`src/rtl/regfile_32x32_pkg.sv`:
```
// Shared sizing and helpers for the MIPS 32x32 register file.
// Register $0 is architectural zero and is never stored.
package regfile_32x32_pkg;
   localparam int          REG_COUNT = 32;
   localparam int          REG_AW    = 5;
   localparam int          DATA_W    = 32;
   localparam logic [4:0]  ZERO_REG  = 5'd0;

   typedef logic [DATA_W-1:0] word_t;
   typedef logic [REG_AW-1:0] addr_t;

   // A pending write is forwardable only if it targets a real register.
   function automatic logic fwd_hit(input logic we, input addr_t wa, input addr_t ra);
      return we && (wa == ra) && (wa != ZERO_REG);
   endfunction
endpackage

```
`src/rtl/regfile_32x32_lib.sv`:
```
// Decode/select primitives: 5-to-32 one-hot decoder and 32-to-1 word mux.
// Purely combinational, no flow control.
module decoder_5to32
   import regfile_32x32_pkg::*;
(
   input  logic                 en,
   input  addr_t                a,
   output logic [REG_COUNT-1:0] y
);
   logic [REG_COUNT-1:0] one;

   always_comb begin
      one = {{(REG_COUNT-1){1'b0}}, 1'b1};
      y   = en ? (one << a) : '0;
   end
endmodule

module mux_32to1
   import regfile_32x32_pkg::*;
(
   input  addr_t                          s,
   input  logic [REG_COUNT-1:0][DATA_W-1:0] i,
   output word_t                          y
);
   assign y = i[s];
endmodule

```
`src/rtl/regfile_32x32.sv`:
```
// 32x32 register file: one synchronous write port, two combinational read ports.
// Write visible after the capturing edge (same cycle when BYPASS=1); no backpressure.
module regfile_32x32
   import regfile_32x32_pkg::*;
#(
   parameter bit BYPASS = 1'b0
)
(
   input  logic        clk,
   input  logic        rst_n,
   input  logic        we,
   input  logic [4:0]  wa,
   input  logic [31:0] wd,
   input  logic [4:0]  ra1,
   input  logic [4:0]  ra2,
   output logic [31:0] rd1,
   output logic [31:0] rd2
);
   word_t                           regs_q [1:REG_COUNT-1];
   word_t                           regs_d [1:REG_COUNT-1];
   logic [REG_COUNT-1:0]            sel;
   logic [REG_COUNT-1:0][DATA_W-1:0] mux_in;
   word_t                           mux_rd1;
   word_t                           mux_rd2;
   logic                            unused_sel0;

   // Writes are gated off entirely while reset is held.
   decoder_5to32 u_wdec (
      .en (we & rst_n),
      .a  (wa),
      .y  (sel)
   );

   assign unused_sel0 = sel[0];

   always_comb begin
      for (int k = 1; k < REG_COUNT; k++) begin
         regs_d[k] = sel[k] ? wd : regs_q[k];
      end
   end

   always_ff @(posedge clk or negedge rst_n) begin
      if (!rst_n) begin
         for (int k = 1; k < REG_COUNT; k++) regs_q[k] <= '0;
      end else begin
         for (int k = 1; k < REG_COUNT; k++) regs_q[k] <= regs_d[k];
      end
   end

   always_comb begin
      mux_in[0] = '0;
      for (int k = 1; k < REG_COUNT; k++) begin
         mux_in[k] = regs_q[k];
      end
   end

   mux_32to1 u_rmux1 (
      .s (ra1),
      .i (mux_in),
      .y (mux_rd1)
   );

   mux_32to1 u_rmux2 (
      .s (ra2),
      .i (mux_in),
      .y (mux_rd2)
   );

   always_comb begin
      rd1 = mux_rd1;
      rd2 = mux_rd2;
      if (BYPASS && rst_n) begin
         if (fwd_hit(we, wa, ra1)) rd1 = wd;
         if (fwd_hit(we, wa, ra2)) rd2 = wd;
      end
   end
endmodule

```
`config.mk`:
```
export PLATFORM = sky130hd
export DESIGN_NAME = regfile_32x32
export DESIGN_NICKNAME = d
export VERILOG_FILES = /design/src/rtl/regfile_32x32_pkg.sv /design/src/rtl/regfile_32x32_lib.sv /design/src/rtl/regfile_32x32.sv
export SDC_FILE = /design/constraint.sdc
export NUM_CORES = 2
export LEC_CHECK = 0
export BUFFER_PORTS_ARGS = -buffer_cell sky130_fd_sc_hd__buf_2
export CAP_MARGIN = 20
export CORE_MARGIN = 3
export CORE_UTILIZATION = 32
export CTS_BUF_LIST = sky130_fd_sc_hd__clkbuf_8
export DETAILED_ROUTE_END_ITERATION = 7
export GPL_TIMING_DRIVEN = 0
export PLACE_DENSITY_LB_ADDON = 0.1
export SYNTH_ARGS = -nofsm -noshare
export SYNTH_HDL_FRONTEND = slang
export SYNTH_HIERARCHICAL = 1
export SYNTH_SLANG_ARGS = --single-unit
```
`constraint.sdc`:
```
create_clock -name clk -period 2.2 [get_ports clk]
set_input_delay 0.22 -clock clk [delete_from_list [all_inputs] [get_ports clk]]
set_output_delay 0.22 -clock clk [all_outputs]
set_load 0.01 [all_outputs]
```
==> results <==
- The run finished, with violations left.
- The final reports fail on hold timing, setup timing.
- STA puts the critical path data required time at 1.98 ns.
- The worst IR drop on VDD is 621 uV.
- OpenSTA, run right after detailed placement, puts the worst setup slack at -1.31 ns.
- The die span in x is 430 um.
- The first global-routing pass estimated 334 mm of wire.
- The count of final hold-check violations was 349.
- For met2 alone, demand over resource in global routing was 0.402.
- The final worst-path cycle share is 1.22.
- The number of H-tree branching levels is 4.
- The number of maximum-capacitance violations is 0.
- The TritonCTS clock tree is yes.
- The count of input and output buffers is 111.
- Clock-pin slew was measured on the worst setup and hold paths at 0.06 ns.
- The maximum fanout count along the critical path is 10.
- The number of slew-limit violations in the final report came to 0.
- The highest clock rate is 0.372 GHz.
- For this design the static power due to leakage is 0.0325 uW.
- The met1 usage in global routing is 0.349.
- Summed over all nets, the half-perimeter wirelength after detailed placement is 169 mm.
- Clock tree synthesis selected as its root buffer the cell clkbuf_8.
- The count of nets after finishing is 5070.
- The cell area that synthesis handed to floorplanning was 0.0575 mm^2.
- The minimum setup slack among reg-to-reg paths is 0.86 ns.
- The number of antenna violations at the first check in global routing is 14.
- The register with the most flip-flops in the layout has 992 of them.
- The fraction of final layout cells with drive strength greater than 1 is 0.372.
- The effective utilization at floorplan is 0.324.
- Setup violations remaining at the end of the flow were counted as 65.
- The synthesized instance count is 4568.
- The post-route worst setup slack is -0.487 ns.
- The global placer's final weighted congestion is 0.846.
- Headroom to the max-slew limit came out at 0.265.
- Dividing the detail-routed wire length by the instance count gives 32.2 um.
- The worst setup path is launched from an input pin.
- The kind of capture point of the worst setup path is an output port.
- For this design, the sink count on the clock tree is 992.
- The multi-input combinational cell area is 0.0311 mm^2.
- The instance count after placement with tap cells included is 7098.
- The vertical die dimension is 430 um.
- By startpoint and endpoint, the worst setup path is classified as input pin to output port.
- In this run the most used layer during global routing was met2.
- The total routing usage reported by global routing is 0.255.
- The total power per unit cell area is 761 mW/mm^2.
- After detailed routing, the total wire length is 241 mm.
- After floorplanning, the core was sized to cover 0.177 mm^2.
- The global routing usage on met3 is 0.0388.
- The number of filler cells placed in the layout is 17178.
- The tightest min-delay check is of the input pin to async pin type.
- The number of top-level pins is 114.
- The synthesis-to-finish area growth is 18.9%.
- At the worst endpoint, the arrival time is 2.47 ns.
- The via count of the routed design is 40799.
- The start of the worst register-to-register path is mux_in[992].
- The via count of the first global-routing pass is 41831.
- The number of cells on the worst reg-to-reg path is 2.
- The area taken by flip-flops and latches is 0.0248 mm^2.
- No sink is reached through more buffers than the 3 on the longest clock path.
- Setup repair after global routing could not meet its margin everywhere.
- The number of clock buffers inserted by TritonCTS is 189.
- Dividing the synthesized area by the synthesized cell count gives 12.6 um^2.
- The total number of yosys warnings is 6.
- In this run the remaining antenna-violating nets after routing total 0.
- The total DRC errors in the routed layout is 0.
- The destination of the worst register-to-register timing path is mux_in[992].
- The count of standard-cell rows is 154.
- The clock latency of the later-clocked register in the worst-skew pair is 0.93 ns.
- Entering global routing, the biggest net connects 149 pins.
- The final instance count without filler cells is 7505.
- The floorplan step defined a die boundary enclosing 0.185 mm^2.
- The overflow left after global routing is 0.
- For this block, the initial DRC count from the detailed router was 3263.
- For the pin with the worst max-slew slack, the measured transition is 1.10 ns.
- The final core utilization is 0.385.
- In the routed layout, each cell is associated on average with a via count of 5.44.
- The tightest hold path in the finished design has a slack of -0.308 ns.
- The worst-case clock skew is 0 ns.
- For the finished layout, the period the worst path requires is 2.69 ns.
- The first-pass iteration count of the detailed router is 6.
==> worst max-delay path, cell delays in order <==
cell and delay (ns):
buf_4 0.22, buf_4 0.37, buf_2 0.60, mux2i_1 0.30, a22oi_1 0.12, nand3_1 0.19
nand3_2 0.19, buf_6 0.18
==> area by class of cell <==
cell class / count / area share
Multi-Input combinational cell: 3164 / 0.455
Sequential cell: 992 / 0.363
Buffer: 475 / 0.0523
Clock buffer: 240 / 0.0483
Tap cell: 2340 / 0.0428
Timing Repair Buffer: 198 / 0.0311
Clock inverter: 91 / 0.00750
Antenna cell: 5 / 0.000183
==> through the flow <==
| stage | instance area [um^2] | total power [uW] | setup TNS, ns |
|---|---|---|---|
| after global placement | 61200 | 32400 | - |
| after global routing | 68400 | 54500 | -28.81 |
| after floorplan | 57800 | 29000 | 0 |
| after CTS | 67800 | 52400 | -28.61 |
| final | 68400 | 52100 | -24.17 |
| after detailed placement | 61600 | 32600 | -1090.83 |
==> power by group <==
part,switching [uW],internal (uW)
Combinational,5460,5230
Sequential,1900,20700
Clock,8790,10000
Total,16100,35900
==> layer usage <==
layer,share of wire,vias to the layer above
met1,0.46,21433
met4,0.044,2
met2,0.46,1267
met3,0.046,381
li1,-,17716
met5,0.000046,-
==> how the worst max path moves through the flow <==
stage | endpoint | cells past startpoint | start
detailed placement | mux_in[663] | 8 | rst_n
global route | rd1[12] | 6 | mux_in[236]
CTS | rd1[7] | 6 | mux_in[103]
finish | rd1[12] | 8 | ra1[1]
global placement | mux_in[423] | 1 | rst_n
floorplan | mux_in[149] | 6 | we
==> timing repair <==
| item | in CTS | in global routing |
|---|---|---|
| hold endpoints to repair | 1010 | 623 |
| endpoints found under the setup margin | 310 | 180 |
| resized for setup | 341 | 61 |
| gates cloned | 1 | 1 |
| pin swaps | 110 | 91 |
| buffers inserted | 6 | 7 |
| hold buffers | 43 | 11 |
==> cells in the final DEF, fill, tap and decap left out, types with 5 or more instances in the layout <==
cell type,count
nand3_1,136
nor2_1,33
clkbuf_1,147
buf_8,56
a22o_1,128
buf_4,91
mux2_4,420
a22oi_1,192
clkbuf_2,36
dfrtp_1,992
a31oi_2,18
nand3_2,49
nand2_1,195
conb_1,64
buf_16,19
mux2i_1,1022
buf_6,157
buf_1,5
inv_1,63
a31oi_4,41
nor3_4,40
mux2_2,572
buf_2,102
nor3_2,24
nand3_4,7
clkinv_2,12
a21oi_1,192
dlygate4sd3_1,46
clkbuf_8,240
clkbuf_4,6
a31oi_1,5
diode_2,5
Power figures use the tool's default switching activity.
